[src/rtl/axi_ic_pkg.sv]
// Shared AXI interconnect definitions: response codes, router state encoding
// and default widths used by the read-path blocks.
package axi_ic_pkg;

    localparam logic [1:0] RESP_OKAY   = 2'b00;
    localparam logic [1:0] RESP_SLVERR = 2'b10;
    localparam logic [1:0] RESP_DECERR = 2'b11;

    localparam int ID_W_DEF   = 4;
    localparam int USER_W_DEF = 4;

    typedef enum logic [1:0] {
        IDLE   = 2'd0,
        ROUTE  = 2'd1,
        DECERR = 2'd2
    } rt_state_t;

endpackage

[src/rtl/axi_rd_slave_router_if.sv]
// Read-channel bundle between the arbiter output (m_*) and the attached slaves (s_*).
// Handshakes: a beat transfers on the rising ACLK edge where VALID and READY are both high;
// VALID never waits on READY, and payload is held stable while VALID is high and READY low.
interface axi_rd_slave_router_if
    import axi_ic_pkg::*;
#(
    parameter int DATA_WIDTH = 64,
    parameter int ADDR_WIDTH = 32,
    parameter int ID_WIDTH   = ID_W_DEF,
    parameter int USER_WIDTH = USER_W_DEF,
    parameter int NUM_SLAVES = 8
);
    logic [ADDR_WIDTH-1:0]            m_ARADDR;
    logic [7:0]                       m_ARLEN;
    logic [ID_WIDTH-1:0]              m_ARID;
    logic                             m_ARVALID;
    logic                             m_ARREADY;
    logic [ID_WIDTH-1:0]              m_RID;
    logic [DATA_WIDTH-1:0]            m_RDATA;
    logic [1:0]                       m_RRESP;
    logic                             m_RLAST;
    logic [USER_WIDTH-1:0]            m_RUSER;
    logic                             m_RVALID;
    logic                             m_RREADY;

    logic [NUM_SLAVES-1:0]            s_ARVALID;
    logic [NUM_SLAVES-1:0]            s_ARREADY;
    logic [NUM_SLAVES*ID_WIDTH-1:0]   s_RID;
    logic [NUM_SLAVES*DATA_WIDTH-1:0] s_RDATA;
    logic [NUM_SLAVES*USER_WIDTH-1:0] s_RUSER;
    logic [NUM_SLAVES*2-1:0]          s_RRESP;
    logic [NUM_SLAVES-1:0]            s_RLAST;
    logic [NUM_SLAVES-1:0]            s_RVALID;
    logic [NUM_SLAVES-1:0]            s_RREADY;

    // Router view.
    modport slave (
        input  m_ARADDR, m_ARLEN, m_ARID, m_ARVALID, m_RREADY,
        input  s_ARREADY, s_RID, s_RDATA, s_RUSER, s_RRESP, s_RLAST, s_RVALID,
        output m_ARREADY, m_RID, m_RDATA, m_RRESP, m_RLAST, m_RUSER, m_RVALID,
        output s_ARVALID, s_RREADY
    );

    // Environment view: upstream master plus the slave models.
    modport master (
        output m_ARADDR, m_ARLEN, m_ARID, m_ARVALID, m_RREADY,
        output s_ARREADY, s_RID, s_RDATA, s_RUSER, s_RRESP, s_RLAST, s_RVALID,
        input  m_ARREADY, m_RID, m_RDATA, m_RRESP, m_RLAST, m_RUSER, m_RVALID,
        input  s_ARVALID, s_RREADY
    );

endinterface

[src/rtl/axi_rd_decerr_gen.sv]
// Emits a DECERR read burst of load_len+1 beats carrying load_id, starting the
// cycle after the load pulse and advancing one beat per accepted handshake.
module axi_rd_decerr_gen
    import axi_ic_pkg::*;
#(
    parameter int ID_WIDTH = ID_W_DEF
) (
    input  logic                ACLK,
    input  logic                ARESETn,
    input  logic                load,
    input  logic [ID_WIDTH-1:0] load_id,
    input  logic [7:0]          load_len,
    input  logic                rready,
    output logic                rvalid,
    output logic [ID_WIDTH-1:0] rid,
    output logic [1:0]          rresp,
    output logic                rlast
);
    logic                busy;
    logic [ID_WIDTH-1:0] err_id;
    logic [7:0]          err_cnt;

    always_ff @(posedge ACLK or negedge ARESETn) begin
        if (!ARESETn) begin
            busy    <= 1'b0;
            err_id  <= '0;
            err_cnt <= '0;
        end else if (load) begin
            busy    <= 1'b1;
            err_id  <= load_id;
            err_cnt <= load_len;
        end else if (busy && rready) begin
            // err_cnt counts beats still to send after the current one
            if (err_cnt == 8'd0) busy <= 1'b0;
            else                 err_cnt <= err_cnt - 8'd1;
        end
    end

    assign rvalid = busy;
    assign rid    = err_id;
    assign rresp  = RESP_DECERR;
    assign rlast  = (err_cnt == 8'd0);

endmodule

[src/rtl/axi_rd_slave_router.sv]
// AR decode and R steering to NUM_SLAVES read slaves; keeps per-slave ordering by
// locking onto one slave while bursts are outstanding and answers unmapped reads with DECERR.
module axi_rd_slave_router
    import axi_ic_pkg::*;
#(
    parameter int DATA_WIDTH = 64,
    parameter int ADDR_WIDTH = 32,
    parameter int ID_WIDTH   = ID_W_DEF,
    parameter int USER_WIDTH = USER_W_DEF,
    parameter int NUM_SLAVES = 8,
    parameter int MAX_OUT    = 4,
    localparam int SEL_W     = $clog2(NUM_SLAVES),
    localparam int CNT_W     = $clog2(MAX_OUT + 1)
) (
    input  logic                  ACLK,
    input  logic                  ARESETn,
    axi_rd_slave_router_if.slave  bus,
    output rt_state_t             dbg_state,
    output logic [CNT_W-1:0]      dbg_out_cnt
);
    localparam logic [CNT_W-1:0] MAX_CNT = CNT_W'(MAX_OUT);

    rt_state_t        state, state_nxt;
    logic [SEL_W-1:0] cur_sel;
    logic [SEL_W-1:0] dec_idx;
    logic [CNT_W-1:0] out_cnt;
    logic             mapped, admit;
    logic             ar_hs, map_hs, err_hs, rlast_hs, decerr_done;
    logic             gen_rvalid, gen_rlast;
    logic [ID_WIDTH-1:0] gen_rid;
    logic [1:0]       gen_rresp;
    logic             addr_unused;

    assign dec_idx     = bus.m_ARADDR[ADDR_WIDTH-1 -: SEL_W];
    assign addr_unused = ^bus.m_ARADDR[ADDR_WIDTH-SEL_W-1:0];
    assign mapped      = ({{(32-SEL_W){1'b0}}, dec_idx} < 32'(NUM_SLAVES));

    assign rlast_hs    = (state == ROUTE) && bus.m_RVALID && bus.m_RREADY && bus.m_RLAST;
    assign decerr_done = (state == DECERR) && gen_rvalid && bus.m_RREADY && gen_rlast;

    // A burst retiring this cycle frees its slot, so a full slave can still take the next AR.
    assign admit = (state == IDLE) ||
                   ((state == ROUTE) && (dec_idx == cur_sel) &&
                    ((out_cnt < MAX_CNT) || rlast_hs));

    assign ar_hs  = bus.m_ARVALID && bus.m_ARREADY;
    assign map_hs = ar_hs && mapped;
    assign err_hs = ar_hs && !mapped;

    always_ff @(posedge ACLK or negedge ARESETn) begin
        if (!ARESETn) state <= IDLE;
        else          state <= state_nxt;
    end

    always_comb begin
        state_nxt = state;
        unique case (state)
            IDLE: begin
                if (map_hs)      state_nxt = ROUTE;
                else if (err_hs) state_nxt = DECERR;
            end
            ROUTE: begin
                if (rlast_hs && !map_hs && (out_cnt == CNT_W'(1))) state_nxt = IDLE;
            end
            DECERR: begin
                if (decerr_done) state_nxt = IDLE;
            end
            default: state_nxt = IDLE;
        endcase
    end

    always_ff @(posedge ACLK or negedge ARESETn) begin
        if (!ARESETn) begin
            cur_sel <= '0;
            out_cnt <= '0;
        end else begin
            if (map_hs) cur_sel <= dec_idx;
            if (map_hs && !rlast_hs)      out_cnt <= out_cnt + CNT_W'(1);
            else if (!map_hs && rlast_hs) out_cnt <= out_cnt - CNT_W'(1);
        end
    end

    // AR steering: only the decoded slave sees ARVALID, and only when admissible.
    always_comb begin
        bus.s_ARVALID = '0;
        bus.m_ARREADY = 1'b0;
        for (int k = 0; k < NUM_SLAVES; k++) begin
            if (admit && mapped && (dec_idx == SEL_W'(k))) begin
                bus.s_ARVALID[k] = bus.m_ARVALID;
                bus.m_ARREADY    = bus.s_ARREADY[k];
            end
        end
        if ((state == IDLE) && !mapped) bus.m_ARREADY = 1'b1;
    end

    // R steering: the locked slave in ROUTE, the local generator in DECERR, silence in IDLE.
    always_comb begin
        bus.s_RREADY = '0;
        bus.m_RVALID = 1'b0;
        bus.m_RID    = '0;
        bus.m_RDATA  = '0;
        bus.m_RRESP  = '0;
        bus.m_RLAST  = 1'b0;
        bus.m_RUSER  = '0;
        unique case (state)
            ROUTE: begin
                for (int k = 0; k < NUM_SLAVES; k++) begin
                    if (cur_sel == SEL_W'(k)) begin
                        bus.m_RVALID    = bus.s_RVALID[k];
                        bus.m_RID       = bus.s_RID[k*ID_WIDTH +: ID_WIDTH];
                        bus.m_RDATA     = bus.s_RDATA[k*DATA_WIDTH +: DATA_WIDTH];
                        bus.m_RRESP     = bus.s_RRESP[k*2 +: 2];
                        bus.m_RLAST     = bus.s_RLAST[k];
                        bus.m_RUSER     = bus.s_RUSER[k*USER_WIDTH +: USER_WIDTH];
                        bus.s_RREADY[k] = bus.m_RREADY;
                    end
                end
            end
            DECERR: begin
                bus.m_RVALID = gen_rvalid;
                bus.m_RID    = gen_rid;
                bus.m_RRESP  = gen_rresp;
                bus.m_RLAST  = gen_rlast;
            end
            default: ;
        endcase
    end

    axi_rd_decerr_gen #(
        .ID_WIDTH (ID_WIDTH)
    ) u_decerr_gen (
        .ACLK     (ACLK),
        .ARESETn  (ARESETn),
        .load     (err_hs),
        .load_id  (bus.m_ARID),
        .load_len (bus.m_ARLEN),
        .rready   (bus.m_RREADY),
        .rvalid   (gen_rvalid),
        .rid      (gen_rid),
        .rresp    (gen_rresp),
        .rlast    (gen_rlast)
    );

    assign dbg_state   = state;
    assign dbg_out_cnt = out_cnt;

endmodule

[src/flat_wrapper.sv]
// flat-port wrapper written by rule: the top's interface ports become plain ports
module axi_rd_slave_router_flat import axi_ic_pkg::*;
#(
    parameter int DATA_WIDTH = 64,
    parameter int ADDR_WIDTH = 32,
    parameter int ID_WIDTH   = ID_W_DEF,
    parameter int USER_WIDTH = USER_W_DEF,
    parameter int NUM_SLAVES = 8,
    parameter int MAX_OUT    = 4,
    localparam int SEL_W     = $clog2(NUM_SLAVES),
    localparam int CNT_W     = $clog2(MAX_OUT + 1)
)
  (ACLK, ARESETn, dbg_state, dbg_out_cnt, bus_m_ARADDR, bus_m_ARLEN, bus_m_ARID, bus_m_ARVALID, bus_m_RREADY, bus_s_ARREADY, bus_s_RID, bus_s_RDATA, bus_s_RUSER, bus_s_RRESP, bus_s_RLAST, bus_s_RVALID, bus_m_ARREADY, bus_m_RID, bus_m_RDATA, bus_m_RRESP, bus_m_RLAST, bus_m_RUSER, bus_m_RVALID, bus_s_ARVALID, bus_s_RREADY);
  axi_rd_slave_router_if #(.DATA_WIDTH(DATA_WIDTH), .ADDR_WIDTH(ADDR_WIDTH), .ID_WIDTH(ID_WIDTH), .USER_WIDTH(USER_WIDTH), .NUM_SLAVES(NUM_SLAVES)) bus_i ();
  input  logic ACLK;
  input  logic ARESETn;
  output rt_state_t dbg_state;
  output logic [CNT_W-1:0] dbg_out_cnt;
  input wire logic [$bits(bus_i.m_ARADDR)-1:0] bus_m_ARADDR;
  input wire logic [$bits(bus_i.m_ARLEN)-1:0] bus_m_ARLEN;
  input wire logic [$bits(bus_i.m_ARID)-1:0] bus_m_ARID;
  input wire logic [$bits(bus_i.m_ARVALID)-1:0] bus_m_ARVALID;
  input wire logic [$bits(bus_i.m_RREADY)-1:0] bus_m_RREADY;
  input wire logic [$bits(bus_i.s_ARREADY)-1:0] bus_s_ARREADY;
  input wire logic [$bits(bus_i.s_RID)-1:0] bus_s_RID;
  input wire logic [$bits(bus_i.s_RDATA)-1:0] bus_s_RDATA;
  input wire logic [$bits(bus_i.s_RUSER)-1:0] bus_s_RUSER;
  input wire logic [$bits(bus_i.s_RRESP)-1:0] bus_s_RRESP;
  input wire logic [$bits(bus_i.s_RLAST)-1:0] bus_s_RLAST;
  input wire logic [$bits(bus_i.s_RVALID)-1:0] bus_s_RVALID;
  output wire logic [$bits(bus_i.m_ARREADY)-1:0] bus_m_ARREADY;
  output wire logic [$bits(bus_i.m_RID)-1:0] bus_m_RID;
  output wire logic [$bits(bus_i.m_RDATA)-1:0] bus_m_RDATA;
  output wire logic [$bits(bus_i.m_RRESP)-1:0] bus_m_RRESP;
  output wire logic [$bits(bus_i.m_RLAST)-1:0] bus_m_RLAST;
  output wire logic [$bits(bus_i.m_RUSER)-1:0] bus_m_RUSER;
  output wire logic [$bits(bus_i.m_RVALID)-1:0] bus_m_RVALID;
  output wire logic [$bits(bus_i.s_ARVALID)-1:0] bus_s_ARVALID;
  output wire logic [$bits(bus_i.s_RREADY)-1:0] bus_s_RREADY;
  assign bus_i.m_ARADDR = bus_m_ARADDR;
  assign bus_i.m_ARLEN = bus_m_ARLEN;
  assign bus_i.m_ARID = bus_m_ARID;
  assign bus_i.m_ARVALID = bus_m_ARVALID;
  assign bus_i.m_RREADY = bus_m_RREADY;
  assign bus_i.s_ARREADY = bus_s_ARREADY;
  assign bus_i.s_RID = bus_s_RID;
  assign bus_i.s_RDATA = bus_s_RDATA;
  assign bus_i.s_RUSER = bus_s_RUSER;
  assign bus_i.s_RRESP = bus_s_RRESP;
  assign bus_i.s_RLAST = bus_s_RLAST;
  assign bus_i.s_RVALID = bus_s_RVALID;
  assign bus_m_ARREADY = bus_i.m_ARREADY;
  assign bus_m_RID = bus_i.m_RID;
  assign bus_m_RDATA = bus_i.m_RDATA;
  assign bus_m_RRESP = bus_i.m_RRESP;
  assign bus_m_RLAST = bus_i.m_RLAST;
  assign bus_m_RUSER = bus_i.m_RUSER;
  assign bus_m_RVALID = bus_i.m_RVALID;
  assign bus_s_ARVALID = bus_i.s_ARVALID;
  assign bus_s_RREADY = bus_i.s_RREADY;
  axi_rd_slave_router #(.DATA_WIDTH(DATA_WIDTH), .ADDR_WIDTH(ADDR_WIDTH), .ID_WIDTH(ID_WIDTH), .USER_WIDTH(USER_WIDTH), .NUM_SLAVES(NUM_SLAVES), .MAX_OUT(MAX_OUT)) u_core (.ACLK(ACLK), .ARESETn(ARESETn), .bus(bus_i), .dbg_state(dbg_state), .dbg_out_cnt(dbg_out_cnt));
endmodule
[config.mk]
export PLATFORM = sky130hd
export DESIGN_NAME = axi_rd_slave_router_flat
export DESIGN_NICKNAME = d
export VERILOG_FILES = /design/src/rtl/axi_ic_pkg.sv /design/src/rtl/axi_rd_slave_router_if.sv /design/src/rtl/axi_rd_decerr_gen.sv /design/src/rtl/axi_rd_slave_router.sv /design/src/flat_wrapper.sv
export SDC_FILE = /design/constraint.sdc
export NUM_CORES = 1
export LEC_CHECK = 0
export BUFFER_PORTS_ARGS = -buffer_cell sky130_fd_sc_hd__buf_2
export CAP_MARGIN = 5
export CORE_AREA = 2 2 297 299
export CTS_BUF_LIST = sky130_fd_sc_hd__clkbuf_2
export DETAILED_ROUTE_END_ITERATION = 7
export DIE_AREA = 0 0 299 301
export GPL_TIMING_DRIVEN = 1
export HOLD_SLACK_MARGIN = 0.02
export SLEW_MARGIN = 25
export SYNTH_ARGS = -nofsm -noshare
export SYNTH_HDL_FRONTEND = slang
export SYNTH_SLANG_ARGS = --single-unit
[constraint.sdc]
create_clock -name ACLK -period 3.5 [get_ports ACLK]
set_clock_uncertainty 0.1 [all_clocks]
set_input_delay 0.525 -clock ACLK [delete_from_list [all_inputs] [get_ports ACLK]]
set_output_delay 0.525 -clock ACLK [all_outputs]
set_load 0.03 [all_outputs]
==> results.yml <==
run_status:
  status: "finished clean"
synthesis:
  synth_warnings: 0
  yosysSeqAreaShare_pct: 3.041
  synthFlopType: "dfrtp_1"
  yosys-top-cells-area: "mux4_2, o22ai_1, a2111oi_0, nor2_1, o21ai_0"
  syn_nets: 1463
  synth_top_area_share_pct: 24.25
  synth.cell_area_sq_um: 5759
  synth.distinct_cells: 45
  synth_edf_count: 0
  yosys.area.top_type: "mux4_2"
  synthCells: 794
  ys_async_sr_fraction_pct: 100.0
  avgSynthCellArea_sq_um: 7.253
  synth_seq_cells: 7
setup_path:
  critical-path-max-stage-delay_ps: 540
  reg2regPathDepth: 10
  crit_path_end_kind: "output pin"
  start_kind: "flip-flop"
  cp_max_fo: 5
  worstReg2RegStart: "u_core.cur_sel[1]$_DFFE_PN0P_"
  crit_family: "simple AND/OR/NAND/NOR gates"
  regToRegSetupSlack_ps: 570
  arrival_ps: 2780
  timing.rr.end: "u_core.dbg_out_cnt[2]$_DFFE_PN0P_"
  cp.required_ps: 2870
  cpMaxStageDelayCell: "dfrtp_4"
  cp_cell_sequence: "buf_12, mux2_4, o221ai_2, or4_4, o211a_4, or3_1, nor3b_1, buf_4"
  critical_path_class: "reg -> out"
  path_buf_inv: 2
sta:
  max_slew_margin_pct: 49.04
  setup_viol: 0
  setup_tns_ps: 0
  post-route-min-period_ps: 3404
  rsz0062_at_grt: "false"
  fin_crit_sh_pct: 97.25
  slew_violations: 0
  fmax_mhz: 293.8
  timing.final.ws_setup_ps: 96.25
  max_slew.worst_pin.slew_ps: 764.4
  hold_viol: 0
global_routing:
  antenna_found_initial: 54
  grt_pass1_vias: 9849
  track_usage_pct: 12.01
  grt_pass1_wl_um: 76220
  grt_max_degree: 83
  grt.overflow.total: 0
finish:
  drive_above_1_share_pct: 59.84
  ff_latch_area_sq_um: 186.4
  multiInputGateArea_sq_um: 5060
  nFillCells: 10070
  area_delta_synth_final_pct: 94.59
  fin_nets: 2139
clocking:
  tritoncts: "yes"
  root_buffer: "clkbuf_2"
  htree_levels: 1
  path_clk_slew_ps: 70
  cts_sinks: 7
  clockBufferDepth: 2
  numCtsBuffers: 3
  insertion_delay_ps: 230
route:
  drc_errors: 0
  dr.pass1.iters: 5
  wl_per_cell_um: 22.22
  wl_um: 58630
  vias_per_cell: 3.777
  ant_nets: 0
  drt_iter0_markers: 767
  vias: 9967
floorplan:
  start_util_pct: 6.659
  rows: 108
  die_width_um: 299
  core_area_sq_um: 86480
  io_pins: 762
  die_area_sq_um: 90000
  fp.dieH_um: 301
placement:
  pre_cts_ws_ps: 186.6
  routabilityCongestion: 0.9456
  io_buffers: 719
  hpwl_um: 51040
power_and_ir_drop:
  p_leak_nw: 5.140
  ir_worst_vdd_uv: 538.2
  power.density_nw_per_um2: 932.6
worst_hold_path:
  holdCritStartpoint: "bus_m_ARVALID"
  min_path_cells: 3
  min_path_type: "in -> reg"
  min_to: "u_core.dbg_state[0]$_DFFE_PN0P_"
flow_run:
  maxCapViolCount: 0
## worst max-delay path by stage
stage,start,end,slack [ps],cells after the start
3_5_place_dp,u_core.cur_sel[1]$_DFFE_PN0P_,bus_m_RDATA[26],190,9
3_3_place_gp,u_core.cur_sel[1]$_DFFE_PN0P_,bus_m_RDATA[26],190,9
4_1_cts,u_core.cur_sel[0]$_DFFE_PN0P_,bus_s_ARVALID[6],50,7
5_1_grt,u_core.cur_sel[1]$_DFFE_PN0P_,bus_m_RDATA[26],10,9
6_report,u_core.cur_sel[1]$_DFFE_PN0P_,bus_s_ARVALID[6],100,8
2_1_floorplan,u_core.dbg_state[0]$_DFFE_PN0P_,bus_m_ARREADY,50,5
## sequential cells by signal (all words and copies together), names as in the netlist
name	cells
u_core.dbg_out_cnt	3
u_core.dbg_state	1
u_core.cur_sel	3
## placed cells by master (no fill, tap or decap), drive strengths merged, types with 4 or more instances in the layout
master	synthesis	layout
a2111oi	54	54
clkbuf	59	4
ha	5	5
mux4	62	62
xor2	5	5
a21oi	46	46
dfrtp	7	7
nor3	7	7
a211oi	7	7
a221oi	14	14
diode	0	15
nor2	96	96
nor4	6	6
a22o	14	14
nand2	66	66
o22ai	112	112
inv	60	60
mux2	26	26
o21ai	64	64
mux2i	19	19
buf	35	764
## cells in the mapped netlist (3+ instances only)
cell / number
inv_1: 58
mux4_2: 62
a2111oi_0: 54
nor4_1: 5
a22o_1: 14
nor2_1: 96
buf_2: 15
xor2_1: 5
mux2_4: 4
mux2_2: 22
mux2i_1: 19
clkbuf_1: 59
a211oi_1: 7
ha_1: 5
nor3b_1: 3
o21ai_0: 64
dfrtp_1: 7
nand2_1: 66
and2_1: 3
a21oi_1: 46
buf_4: 6
a221oi_1: 14
nor3_1: 7
o22ai_1: 112
buf_1: 13
## layout make-up
cell class	count	share of cell area [%]
Antenna cell	15	0.3349
Clock buffer	4	0.1786
Inverter	61	2.077
Multi-Input combinational cell	632	45.15
Sequential cell	7	1.664
Tap cell	1155	12.89
Timing Repair Buffer	765	37.70
## per-layer routing
metal	track usage (%)	vias to the layer above	part of all wire [%]
met5	0	-	0.097
met4	4.083	10	4.2
met3	2.973	114	9.7
met2	21.11	696	48
met1	14.18	4671	38
li1	-	4476	-
## metrics by stage
| stage | hold slack, ps | total power, W | area, sq um | utilization [%] | instances |
|---|---|---|---|---|---|
| global placement | 271.3 | 0.01032 | 11080 | 12.81 | 2616 |
| floorplan | 129.4 | 0.006405 | 5824 | - | 794 |
| CTS | 449.6 | 0.01052 | 11160 | 12.91 | 2624 |
| finish | 450.7 | 0.01045 | 11210 | 12.96 | 2639 |
| detailed placement | 270.3 | 0.01036 | 11080 | 12.81 | 2616 |
| global route | 490.3 | 0.01110 | 11200 | 12.96 | 2638 |
## where the power goes
part           leakage (nW)  total (W)  internal [W]  switching (W)
Sequential           0.0784   0.000262      0.000135       0.000127
Clock                0.0167  0.0000593     0.0000304      0.0000290
Combinational          5.04     0.0101       0.00362        0.00651
## logic make-up (layout without fill, tap and decap cells)
logic type / count (synthesis) / in the layout / synth area share [%]
compound gates: 318 / 318 / 36.61
other cells: 1 / 16 / 0.06511
simple gates: 195 / 195 / 14.45
fa+ha+maj: 5 / 5 / 1.086
flops: 7 / 7 / 3.042
mux: 107 / 107 / 32.89
buf+inv: 155 / 830 / 10.95
xor+xnor: 6 / 6 / 0.9124
## worst reg2reg max path, cell delays in order (launching register included)
cell and delay (ps):
dfrtp_4 540, buf_12 150, and2_1 130, a2111oi_0 520, or4_4 250, nor3_1 70
nor4_4 360, inv_1 80, ha_1 360, nor2_1 150, xor2_1 140
## what timing repair did
action,4_1_cts,5_1_grt
gates resized for setup,1,2
pin swaps,0,0
hold endpoints to repair,7,0
hold buffers,1,0
buffers inserted,3,0
endpoints found under the setup margin,1,2
Power figures use the tool's default switching activity.
